<file path="config.mk">
export PLATFORM = sky130hd
export DESIGN_NAME = fetch_issue_unit
export DESIGN_NICKNAME = d
export VERILOG_FILES = /design/src/rtl/cpu_pkg.sv /design/src/rtl/fetch_issue_unit.sv
export SDC_FILE = /design/constraint.sdc
export NUM_CORES = 1
export LEC_CHECK = 0
export ABC_CLOCK_PERIOD_IN_PS = 4000
export CORE_MARGIN = 8
export CORE_UTILIZATION = 40
export CTS_BUF_LIST = sky130_fd_sc_hd__clkbuf_8
export CTS_CLUSTER_SIZE = 10
export DETAILED_ROUTE_END_ITERATION = 8
export GPL_TIMING_DRIVEN = 1
export PLACE_DENSITY = 0.65
export SKIP_CTS_REPAIR_TIMING = 1
export SLEW_MARGIN = 15
export SYNTH_ARGS = -nofsm -noshare
export SYNTH_HDL_FRONTEND = slang
export SYNTH_SLANG_ARGS = --single-unit
</file>
<file path="constraint.sdc">
create_clock -name clk -period 4 [get_ports clk]
set_clock_uncertainty 0.15 [all_clocks]
set_input_delay 1.2 -clock clk [delete_from_list [all_inputs] [get_ports clk]]
set_output_delay 1.2 -clock clk [all_outputs]
set_load 0.005 [all_outputs]
</file>
<file path="src/rtl/cpu_pkg.sv">
// Shared opcode constants, word-format field positions and fetch FSM types
// for the front end of the pipeline.
package cpu_pkg;

   localparam logic [7:0] OP_NOP = 8'b11_100_010;
   localparam logic [7:0] OP_LDM = 8'b01_100_000;
   localparam logic [7:0] OP_SHL = 8'b01_000_000;
   localparam logic [7:0] OP_SHR = 8'b01_001_000;
   localparam logic [7:0] OP_LDD = 8'b00_001_000;
   localparam logic [7:0] OP_STD = 8'b00_010_000;

   localparam int OPC_HI  = 15;
   localparam int OPC_LO  = 8;
   localparam int RSRC_HI = 7;
   localparam int RSRC_LO = 5;
   localparam int RDST_HI = 4;
   localparam int RDST_LO = 2;

   typedef enum logic [1:0] {FETCH, FETCH_IMM, INT_ISSUE, INT_WAIT} fetch_state_t;

   typedef struct packed {
      logic [7:0] opcode;
      logic [2:0] rsrc;
      logic [2:0] rdst;
   } fields_t;

   // The whole 01 class (LDM/SHL/SHR) carries an immediate, plus LDD and STD.
   function automatic logic is_two_word(input logic [7:0] op);
      return (op[7:6] == OP_LDM[7:6]) || (op[7:6] == OP_SHL[7:6]) ||
             (op[7:6] == OP_SHR[7:6]) || (op == OP_LDD) || (op == OP_STD);
   endfunction

   function automatic fields_t decode_fields(input logic [15:0] w);
      fields_t f;
      f.opcode = w[OPC_HI:OPC_LO];
      f.rsrc   = w[RSRC_HI:RSRC_LO];
      f.rdst   = w[RDST_HI:RDST_LO];
      return f;
   endfunction

endpackage

</file>
<file path="src/rtl/fetch_issue_unit.sv">
// Instruction fetch and issue: assembles two-word instructions, injects the
// interrupt pseudo-instruction and presents one registered packet per issue.
module fetch_issue_unit
   import cpu_pkg::*;
#(
   parameter int                ADDR_W   = 20,
   parameter logic [ADDR_W-1:0] RESET_PC = '0
) (
   input  logic              clk,
   input  logic              rst,
   output logic [ADDR_W-1:0] imem_addr,
   input  logic [15:0]       imem_data,
   input  logic              stall,
   input  logic              pc_load,
   input  logic [ADDR_W-1:0] pc_target,
   input  logic              int_req,
   output logic [7:0]        Opcode,
   output logic              INT,
   output logic [2:0]        Rsrc,
   output logic [2:0]        Rdst,
   output logic [15:0]       Imm,
   output logic [ADDR_W-1:0] ret_pc,
   output logic              valid
);

   fetch_state_t      state, state_n;
   logic [ADDR_W-1:0] pc, pc_n, pc_inc;
   fields_t           hold, hold_n, word, iss_f;
   logic              int_pending, pend_n;
   logic [7:0]        opcode_n;
   logic              int_n, valid_n;
   logic [2:0]        rsrc_n, rdst_n;
   logic [15:0]       imm_n, iss_imm;
   logic [ADDR_W-1:0] ret_n;
   logic              do_issue, do_bubble;
   logic              unused_bits;

   assign imem_addr   = pc;
   assign pc_inc      = pc + 1'b1;
   assign word        = decode_fields(imem_data);
   assign unused_bits = ^imem_data[1:0];

   always_comb begin
      state_n   = state;
      pc_n      = pc;
      hold_n    = hold;
      pend_n    = int_pending | int_req;
      opcode_n  = Opcode;
      int_n     = INT;
      rsrc_n    = Rsrc;
      rdst_n    = Rdst;
      imm_n     = Imm;
      ret_n     = ret_pc;
      valid_n   = valid;
      do_issue  = 1'b0;
      do_bubble = 1'b0;
      iss_f     = word;
      iss_imm   = '0;

      if (pc_load) begin
         // Redirect wins over stall and drops any half-assembled instruction.
         pc_n      = pc_target;
         state_n   = FETCH;
         do_bubble = 1'b1;
      end else if (!stall) begin
         case (state)
            FETCH: begin
               if (int_pending) begin
                  opcode_n = 8'h00;
                  int_n    = 1'b1;
                  rsrc_n   = '0;
                  rdst_n   = '0;
                  imm_n    = '0;
                  ret_n    = pc;
                  valid_n  = 1'b1;
                  pend_n   = 1'b0;
                  state_n  = INT_ISSUE;
               end else if (is_two_word(word.opcode)) begin
                  hold_n    = word;
                  pc_n      = pc_inc;
                  state_n   = FETCH_IMM;
                  do_bubble = 1'b1;
               end else begin
                  do_issue = 1'b1;
               end
            end
            FETCH_IMM: begin
               iss_f    = hold;
               iss_imm  = imem_data;
               do_issue = 1'b1;
               state_n  = FETCH;
            end
            INT_ISSUE: begin
               do_bubble = 1'b1;
               state_n   = INT_WAIT;
            end
            default: do_bubble = 1'b1;
         endcase
      end

      if (do_issue) begin
         opcode_n = iss_f.opcode;
         int_n    = 1'b0;
         rsrc_n   = iss_f.rsrc;
         rdst_n   = iss_f.rdst;
         imm_n    = iss_imm;
         ret_n    = pc_inc;
         valid_n  = 1'b1;
         pc_n     = pc_inc;
      end
      // ret_pc is left as-is on bubbles; only valid packets define it.
      if (do_bubble) begin
         opcode_n = OP_NOP;
         int_n    = 1'b0;
         rsrc_n   = '0;
         rdst_n   = '0;
         imm_n    = '0;
         valid_n  = 1'b0;
      end
   end

   always_ff @(posedge clk or posedge rst) begin
      if (rst) begin
         state       <= FETCH;
         pc          <= RESET_PC;
         hold        <= '0;
         int_pending <= 1'b0;
         Opcode      <= OP_NOP;
         INT         <= 1'b0;
         Rsrc        <= '0;
         Rdst        <= '0;
         Imm         <= '0;
         ret_pc      <= '0;
         valid       <= 1'b0;
      end else begin
         state       <= state_n;
         pc          <= pc_n;
         hold        <= hold_n;
         int_pending <= pend_n;
         Opcode      <= opcode_n;
         INT         <= int_n;
         Rsrc        <= rsrc_n;
         Rdst        <= rdst_n;
         Imm         <= imm_n;
         ret_pc      <= ret_n;
         valid       <= valid_n;
      end
   end

endmodule
</file>
==> impl_metrics.py <==
metrics = {
    "synth": {
        "synth_simple_gate_area_share_pct": 17.0,
        "synthMuxAreaShare_pct": 4.00,
        "synthFlopType": "dfrtp_1",
        "seq_area_frac_synth_pct": 49.8,
        "synth_top_family_by_area": "compound AO/OA/AOI/OAI gates",
        "ys_ff_latch": 89,
        "syn_inst": 457,
        "synthTopCellsByArea": "dfrtp_1 47%, nand2_1 5.4%, o21ai_0 4.8%",
        "ys_warn_count": 0,
        "ys_types": 51,
        "synth_nets": 502,
        "netlist_area_um2": 4480,
        "synthDominantCellAreaShare_pct": 47.5,
        "synth_xor_area_share_pct": 4.11,
        "synth_compound_area_share_pct": 19.2,
        "async_flop_share_pct": 100,
        "synth_edf_count": 0,
        "syn_area_per_cell_um2": 9.80,
        "synth_fa_ha_area_share_pct": 1.12,
        "synth_top_cell_by_area": "dfrtp_1",
    },
    "sta": {
        "finalCritPeriodShare_pct": 82.2,
        "setup_violations": 0,
        "relSlewSlack_pct": 28.4,
        "hold_violations": 0,
        "rsz0062_at_grt": "false",
        "fmax_ghz": 0.304,
        "finalSetupTns_ns": 0,
        "slew_viol_final": 0,
        "tightest_slew_ns": 1.07,
        "layout_min_cycle_time_ns": 3.29,
        "final.setup.worst_slack_ns": 0.713,
    },
    "placement": {
        "gp_congestion": 0.876,
        "hpwl_um": 9580,
        "dp.cells": 694,
        "dpl-instance-area_um2": 5760,
        "port_buffers": 112,
        "pre_cts_slack_ns": 0.325,
    },
    "worst_setup_path": {
        "critPathTopFamily": "buffers and inverters",
        "arrival_ns": 3.39,
        "crit_path_start": "stall",
        "crit_required_ns": 4.10,
        "r2r_start": "state[1]$_DFFE_PP0P_",
        "cp_cell_sequence": "clkdlybuf4s50_1 > or2_4 > a2111o_1 > nand2_1 > buf_4 > a31oi_1 > mux2_2",
        "start_kind": "input pin",
        "cp_max_fo": 11,
        "cpPeakStageDelay_ns": 0.58,
        "critical_path_class": "input pin to register",
        "crit_slowest_cell": "clkdlybuf4s50_1",
        "path_buf_inv": 2,
        "end_kind": "register",
    },
    "global_route": {
        "grt_pass1_vias": 4017,
        "grt_overflow": 0,
        "grt_use_total_pct": 18.4,
        "grt_max_degree": 90,
        "grt_pass1_wl_um": 21700,
        "antenna_found_initial": 0,
    },
    "layout": {
        "area_delta_synth_final_pct": 32.6,
        "final_layout_size_suffix_gt1_share_pct": 10.7,
        "final_common_cell": "clkdlybuf4s50_1",
        "num-fill-cells": 983,
        "antennaDiodeCount": 0,
        "stdcell_count": 710,
        "layout.area.seq_um2": 2230,
        "layout_common_cells": "112 x clkdlybuf4s50_1, 85 x dfrtp_1, 64 x nand2_1",
        "multiInputGateArea_um2": 2040,
        "final_nets": 610,
        "finish.instance_area_um2": 5940,
    },
    "detailed_routing": {
        "dr.pass1.iters": 4,
        "vias": 3808,
        "met2_length_um": 6070,
        "routed.top_layer": "met4",
        "drc_errors": 0,
        "ant_nets": 0,
        "wl_met1_um": 5870,
        "wl_per_cell_um": 18.6,
        "drt_iter0_drc": 288,
        "viasPerCell": 5.36,
        "wl_met3_um": 1110,
        "wl_um": 13200,
    },
    "die": {
        "core_um2": 10900,
        "row_count": 38,
        "start_util_pct": 41.1,
        "dieArea_um2": 14800,
        "io_pins": 113,
        "die_y_um": 122,
        "die_w_um": 122,
    },
    "clocking": {
        "clock_latency_ns": 0.37,
        "cts_tree": "built",
        "cts_buffer_depth": 2,
        "path_clk_slew_ns": 0.10,
        "root_buffer": "clkbuf_8",
        "cts_sinks": 89,
        "cts_buffers": 9,
        "h-tree-depth": 3,
    },
    "pwr": {
        "power.total_mw": 3.08,
        "p_per_area_nw_per_um2": 519,
        "p_leak_nw": 2.45,
        "peakVddDrop_v": 0.000222,
    },
    "run_status": {
        "outcome": "finished, final reports clean",
    },
    "run": {
        "maxCapViolCount": 0,
    },
    "worst_hold_path": {
        "hp-start": "Rsrc[2]$_DFFE_PP0P_",
        "hold_path.class": "register to register",
    },
}
-- path summary, 6_finish.rpt --
| check | end | slack, ns | cells past startpoint |
|---|---|---|---|
| max | ret_pc[5]$_DFFE_PP0P_ | 0.71 | 7 |
| min | Rsrc[2]$_DFFE_PP0P_ | 0.34 | 2 |
| max reg2reg | imem_addr[18]$_DFFE_PP0P_ | 0.98 | 7 |
| min reg2reg | Rsrc[2]$_DFFE_PP0P_ | 0.34 | 2 |
| max in group asynchronous | Opcode[6]$_DFFE_PP1P_ | 2.22 | 3 |
| min in group asynchronous | Rdst[2]$_DFFE_PP0P_ | 1.10 | 3 |
-- registers in the layout, summed over array words and instances (netlist names) --
signal / flops
Opcode: 8
INT: 1
ret_pc: 20
Rdst: 3
imem_addr: 20
state: 2
Rsrc: 3
hold: 14
int_pending: 1
Imm: 16
valid: 1
-- Yosys cell counts, types with 2 or more instances --
cell       number
a221o_1         4
nor3_1          9
a22o_1         16
o221a_2         2
nor2b_1         4
ha_1            4
buf_4           3
mux2_2         15
nand3_1        11
and2_1          6
buf_2           6
nor4_1          2
o32a_1          4
or3_1           2
inv_1          14
xor2_1          7
nand4_1         3
and3_1         15
and4_1          3
a221oi_1        2
nand2b_1        4
xnor2_1        14
a2111oi_0       4
a211oi_1        7
nor2_1         22
dfrtp_1        85
buf_6           4
clkbuf_1       13
o21a_1          2
a21o_1          2
nand2_1        64
dfstp_2         4
nor4_2          2
clkbuf_2        2
o21ai_0        43
a21oi_1        26
a31oi_1        13
-- routing by layer --
layer,vias to the layer above,track usage (%)
met5,-,0
met4,0,5.63
met3,10,5.65
met2,121,28.9
met1,1826,24.0
li1,1851,-
-- report_power, final --
part / leakage (nW) / switching (mW) / internal (mW)
combinational: 1.22 / 0.555 / 0.628
clock: 0.0973 / 0.354 / 0.234
sequential: 1.13 / 0.178 / 1.13
total: 2.45 / 1.09 / 1.99
-- worst reg2reg max path, cell delays in order (launching register included) --
cell and delay [ns]:
dfrtp_1 0.39, inv_1 0.10, ha_1 0.54, inv_1 0.38, a21o_1 0.43, or4_1 0.65, xor2_1 0.17, o21ai_0 0.14
-- metrics by stage --
stage,utilization (%),hold WS (ns)
global placement,52.9,0.318
global route,54.5,0.375
detailed placement,52.9,0.320
CTS,54.5,0.343
finish,54.5,0.342
floorplan,-,0.314
-- cell type report --
| class | instances | share of cell area, % |
|---|---|---|
| clock buffers | 9 | 2.09 |
| clock inverters | 7 | 0.927 |
| inverters | 14 | 0.906 |
| multi-input cells | 325 | 34.4 |
| flip-flops and latches | 89 | 37.6 |
| well taps | 140 | 2.95 |
| repair buffers | 126 | 21.1 |
-- logic make-up after synthesis --
kind of cell,count (synthesis)
simple gates,154
compound gates,130
flops,89
buf+inv,43
xor+xnor,21
mux,16
fa+ha+maj,4
Note: power is estimated with default switching activity, not from simulation.
